===== config.mk =====
export PLATFORM = sky130hd
export DESIGN_NAME = axis_width_split
export DESIGN_NICKNAME = d
export VERILOG_FILES = /design/src/rtl/axis_width_split_pkg.sv /design/src/rtl/axis_width_split.sv
export SDC_FILE = /design/constraint.sdc
export NUM_CORES = 1
export LEC_CHECK = 0
export CORE_MARGIN = 5
export CORE_UTILIZATION = 45
export DETAILED_ROUTE_END_ITERATION = 12
export PLACE_DENSITY = 0.73
export SYNTH_ARGS = -nofsm -noshare
export SYNTH_HDL_FRONTEND = slang
export SYNTH_SLANG_ARGS = --single-unit

===== constraint.sdc =====
create_clock -name clock -period 3.3 [get_ports clock]
set_input_delay 0.495 -clock clock [delete_from_list [all_inputs] [get_ports clock]]
set_output_delay 0.495 -clock clock [all_outputs]
set_load 0.05 [all_outputs]

===== src/rtl/axis_width_split_pkg.sv =====
// Shared types and helpers for the axis_width_split wide-to-narrow AXI-stream downsizer.
package axis_width_split_pkg;

  typedef enum logic {
    EMPTY = 1'b0,
    BUSY  = 1'b1
  } state_e;

  function automatic int calc_ratio(input int isize, input int osize);
    return isize / osize;
  endfunction

  // Width 1 is used for degenerate ratios so that declarations stay legal until the config check fires.
  function automatic int calc_cnt_w(input int ratio);
    return (ratio < 2) ? 1 : $clog2(ratio);
  endfunction

  // Maps an emission-order position to the physical slice index of the word.
  function automatic int slice_index(input int cnt, input int ratio, input int lsb_first);
    return (lsb_first != 0) ? cnt : (ratio - 1 - cnt);
  endfunction

endpackage


===== src/rtl/axis_width_split.sv =====
// Wide-to-narrow AXI-stream downsizer: each ISIZE word leaves as ISIZE/OSIZE OSIZE-bit beats.
// Optional macro AXIS_WIDTH_SPLIT_KEEP_EN adds wr_keep to truncate the final word of a packet.
module axis_width_split
  import axis_width_split_pkg::*;
#(
  parameter int ISIZE     = 64,
  parameter int OSIZE     = 8,
  parameter int LSB_FIRST = 1
) (
  input  logic             clock,
  input  logic             rst,
  input  logic [ISIZE-1:0] wr_data,
  input  logic             wr_vld,
  output logic             wr_ready,
  input  logic             wr_last,
`ifdef AXIS_WIDTH_SPLIT_KEEP_EN
  input  logic [ISIZE/OSIZE-1:0] wr_keep,
`endif
  output logic [OSIZE-1:0] rd_data,
  output logic             rd_vld,
  input  logic             rd_ready,
  output logic             rd_last
);

  localparam int RATIO = calc_ratio(ISIZE, OSIZE);
  localparam int CNT_W = calc_cnt_w(RATIO);

  if (((ISIZE % OSIZE) != 0) || (RATIO < 2)) begin : g_bad_cfg
    $error("axis_width_split: ISIZE must be a multiple of OSIZE with ISIZE/OSIZE >= 2");
  end

  state_e                        state_r;
  state_e                        state_nxt_s;
  logic [RATIO-1:0][OSIZE-1:0]   hold_r;
  logic                          last_r;
  logic [CNT_W-1:0]              cnt_r;
  logic [CNT_W-1:0]              stop_r;
  logic [CNT_W-1:0]              stop_s;
  logic [CNT_W-1:0]              sel_s;
  logic                          rst_done_r;
  logic                          final_s;
  logic                          rd_fire_s;
  logic                          wr_fire_s;

  assign final_s   = (cnt_r == stop_r);
  assign rd_fire_s = rd_vld & rd_ready;
  assign wr_fire_s = wr_vld & wr_ready;
  assign sel_s     = CNT_W'(slice_index(int'(cnt_r), RATIO, LSB_FIRST));

  // Emission position of the final beat for the word currently offered on the input.
`ifdef AXIS_WIDTH_SPLIT_KEEP_EN
  always_comb begin
    stop_s = '0;
    if (wr_last) begin
      for (int c = 0; c < RATIO; c++) begin
        stop_s = wr_keep[CNT_W'(slice_index(c, RATIO, LSB_FIRST))] ? CNT_W'(c) : stop_s;
      end
    end else begin
      stop_s = CNT_W'(RATIO - 1);
    end
  end
`else
  always_comb begin
    stop_s = CNT_W'(RATIO - 1);
  end
`endif

  // Holds wr_ready low until the first clock edge after reset is released.
  always_ff @(posedge clock or posedge rst) begin
    if (rst) begin
      rst_done_r <= 1'b0;
    end else begin
      rst_done_r <= 1'b1;
    end
  end

  // FSM state register.
  always_ff @(posedge clock or posedge rst) begin
    if (rst) begin
      state_r <= EMPTY;
    end else begin
      state_r <= state_nxt_s;
    end
  end

  // Next state: a final-beat handshake with a new word pending stays BUSY, so words chain with no bubble.
  always_comb begin
    state_nxt_s = state_r;
    case (state_r)
      EMPTY: begin
        if (wr_fire_s) begin
          state_nxt_s = BUSY;
        end else begin
          state_nxt_s = EMPTY;
        end
      end
      BUSY: begin
        if (rd_fire_s && final_s && !wr_fire_s) begin
          state_nxt_s = EMPTY;
        end else begin
          state_nxt_s = BUSY;
        end
      end
      default: state_nxt_s = EMPTY;
    endcase
  end

  // FSM outputs; wr_ready intentionally sees rd_ready combinationally to allow back-to-back words.
  always_comb begin
    rd_vld   = 1'b0;
    wr_ready = 1'b0;
    case (state_r)
      EMPTY: begin
        rd_vld   = 1'b0;
        wr_ready = rst_done_r;
      end
      BUSY: begin
        rd_vld   = 1'b1;
        wr_ready = rst_done_r & final_s & rd_ready;
      end
      default: begin
        rd_vld   = 1'b0;
        wr_ready = 1'b0;
      end
    endcase
    rd_last = last_r & final_s & rd_vld;
  end

  // Word capture and slice counter; the counter wraps to 0 on the final beat so it never leaves range.
  always_ff @(posedge clock or posedge rst) begin
    if (rst) begin
      hold_r <= '0;
      last_r <= 1'b0;
      cnt_r  <= '0;
      stop_r <= '0;
    end else if (wr_fire_s) begin
      hold_r <= wr_data;
      last_r <= wr_last;
      cnt_r  <= '0;
      stop_r <= stop_s;
    end else if (rd_fire_s) begin
      cnt_r  <= final_s ? CNT_W'(0) : (cnt_r + CNT_W'(1));
    end else begin
      cnt_r  <= cnt_r;
    end
  end

  // Output slice is selected from the holding register only, never from wr_data.
  always_comb begin
    rd_data = hold_r[sel_s];
  end

endmodule


==> results.cfg <==
[outcome]
outcome = finished, final reports clean

[logic_synthesis]
synth_fp_nets = 272
yosys.area.top_type = dfrtp_1
syn_inst = 202
syn_area_sq_mm = 0.003451
synth-seq-cells = 71
synthTopCellsByCount = 71 x dfrtp_1, 39 x mux2_4, 34 x mux2_2, 16 x mux4_2, 8 x nand2_1
synth-edff-count = 0
synth_ff_type = dfrtp_1
synthTopCellsByArea = dfrtp_1 51%, mux2_4 17%, mux2_2 11%
yosys_warnings = 0
ys_types = 28
yosysMostFrequentCell = dfrtp_1
syn_avg_cell_area_sq_um = 17.08
async_reset_ff_frac = 1.000
netlist.area_leader.share = 0.5149
synth.yosys.seq_area_share = 0.5149

[floorplan]
chipHeight_um = 97.57
die_area_sq_mm = 0.009520
initial_core_util = 0.4536
die-width_um = 97.57
row_count = 32
pin_count = 80
coreArea_sq_mm = 0.007607

[clock_network]
cts_tree = yes
htreeDepth = 3
clkTransAtPathRegs_ps = 80
cts-root-buf = clkbuf_8
cts_sinks = 71
clockBufferDepth = 2
cts_buffers = 9
insertion_delay_ps = 340
postCtsSetupBuffers = 0
cts_hold_buf = 0
post_cts_resized = 0

[drt]
postRouteAntennaNets = 0
drc = 0
vias_per_cell = 5.061
first_pass_iters = 4
drtIter0Drc = 61
wire_per_inst_um = 17.47
vias = 1979
routed_wl_mm = 6.829

[finish]
syn_to_final_growth_pct = 30.78
antenna_cells = 0
fin_nets = 354
drive_gt1_frac = 0.4360
final_util = 0.5933

[critical_path]
worstSetupEndpointType = output pin
start_kind = flip-flop
required_ps = 2800
cp_max_fo = 21
cp.arrival_ps = 2230
path_class = reg -> out

[grt]
grt.total_usage = 0.1506
grt_first_pass_wirelength_mm = 11.12
antenna_found_initial = 0
grt_pass1_vias = 2191
grt_overflow = 0
grt_max_degree = 47

[sta]
layout_worst_path_cycle_share = 0.8246
setup_viol = 0
hold_viol = 0
finalSetupTns_ps = 0
max-slew-margin-rel = 0.3868
rsz0062_at_grt = no
fin_crit_ps = 2721
finalMaxSlewViolations = 0
clock_skew_ps = 10.20
fin_ws_ps = 578.7
max_freq_mhz = 367.5
worst_pin_slew_ps = 919.8

[power]
leakagePower_nw = 1.907
p_per_area_mw_per_mm2 = 992.8
peakVddDrop_uv = 481.0

[placement]
dpl_worst_slack_ps = 819.6
portBuffers = 79
gp_congestion = 0.7055
place_hpwl_mm = 4.849

[flow_run]
drv_cap = 0

[hold_path]
hold_path.class = reg -> reg
cell type report:
class	count	area, sq um
inverter	2	7.507
sequential	71	1777
timing repair buffer	84	840.8
clock buffer	9	123.9
multi-input combinational	116	1516
fill	629	3094
tap	102	127.6
clock inverter	7	120.1
worst max-delay path, stage by stage (launching register included):
cell	delay [ps]
dfrtp_1	950
mux4_2	450
mux2_2	290
buf_4	190
routing by layer:
metal / vias to the layer above / part of all wire / wire [um] / global-route usage
li1: 911 / - / - / -
met1: 1008 / 0.47 / 3197 / 0.2074
met2: 51 / 0.48 / 3292 / 0.2319
met3: 9 / 0.036 / 246 / 0.03302
met4: 0 / 0.013 / 92 / 0.06070
met5: - / 0 / 0 / 0
per-stage QoR:
| step | cells | instance area (sq um) | hold slack (ps) | total power, W |
|---|---|---|---|---|
| 3_5_place_dp | 375 | 4269 | 492.0 | 0.003670 |
| 3_3_place_gp | 375 | 4269 | 486.0 | 0.003625 |
| 2_1_floorplan | 202 | 3451 | 475.1 | 0.003181 |
| 6_report | 391 | 4513 | 508.0 | 0.004481 |
| 5_1_grt | 391 | 4513 | 519.5 | 0.004709 |
| 4_1_cts | 391 | 4513 | 509.5 | 0.004523 |
registers in the layout, indices dropped and copies added (netlist names):
signal,cells
last_r,1
cnt_r,3
stop_r,1
hold_r,64
rst_done_r,1
state_r,1
kinds of logic (layout without fill, tap and decap cells):
logic type | Yosys count | count (layout) | synth area share
flops | 71 | 71 | 0.5149
other cells | 1 | 1 | 0.001087
buf+inv | 15 | 102 | 0.04568
mux | 89 | 89 | 0.3851
simple gates | 15 | 15 | 0.02538
compound gates | 10 | 10 | 0.02429
fa+ha+maj | 1 | 1 | 0.003625
cells in the final DEF, fill, tap and decap left out, types with 2 or more instances in the layout:
| cell | count |
|---|---|
| mux4_2 | 16 |
| buf_12 | 3 |
| buf_4 | 12 |
| nor2_1 | 2 |
| nand2_1 | 8 |
| a21o_1 | 2 |
| dfrtp_1 | 71 |
| clkdlybuf4s50_1 | 69 |
| clkbuf_8 | 9 |
| mux2_2 | 34 |
| bufinv_16 | 3 |
| mux2_4 | 39 |
worst paths after layout:
kind / from / to / slack, ps / depth (start not counted)
worst max-delay path: cnt_r[1]$_DFFE_PP0P_ / rd_data[5] / 580 / 3
worst min-delay path: hold_r[20]$_DFFE_PP0P_ / hold_r[20]$_DFFE_PP0P_ / 510 / 1
worst max register to register: cnt_r[1]$_DFFE_PP0P_ / hold_r[35]$_DFFE_PP0P_ / 840 / 5
worst min register to register: hold_r[20]$_DFFE_PP0P_ / hold_r[20]$_DFFE_PP0P_ / 510 / 1
max in group asynchronous: rst / hold_r[45]$_DFFE_PP0P_ / 1970 / 3
min in group asynchronous: rst / rst_done_r$_DFF_PP0_ / 580 / 2
power by group:
| part | internal (W) | switching [W] |
|---|---|---|
| Sequential | 0.00130 | 0.000309 |
| Combinational | 0.00115 | 0.000880 |
| Clock | 0.000505 | 0.000340 |
| Total | 0.00295 | 0.00153 |
(Power assumes the default switching activity.)
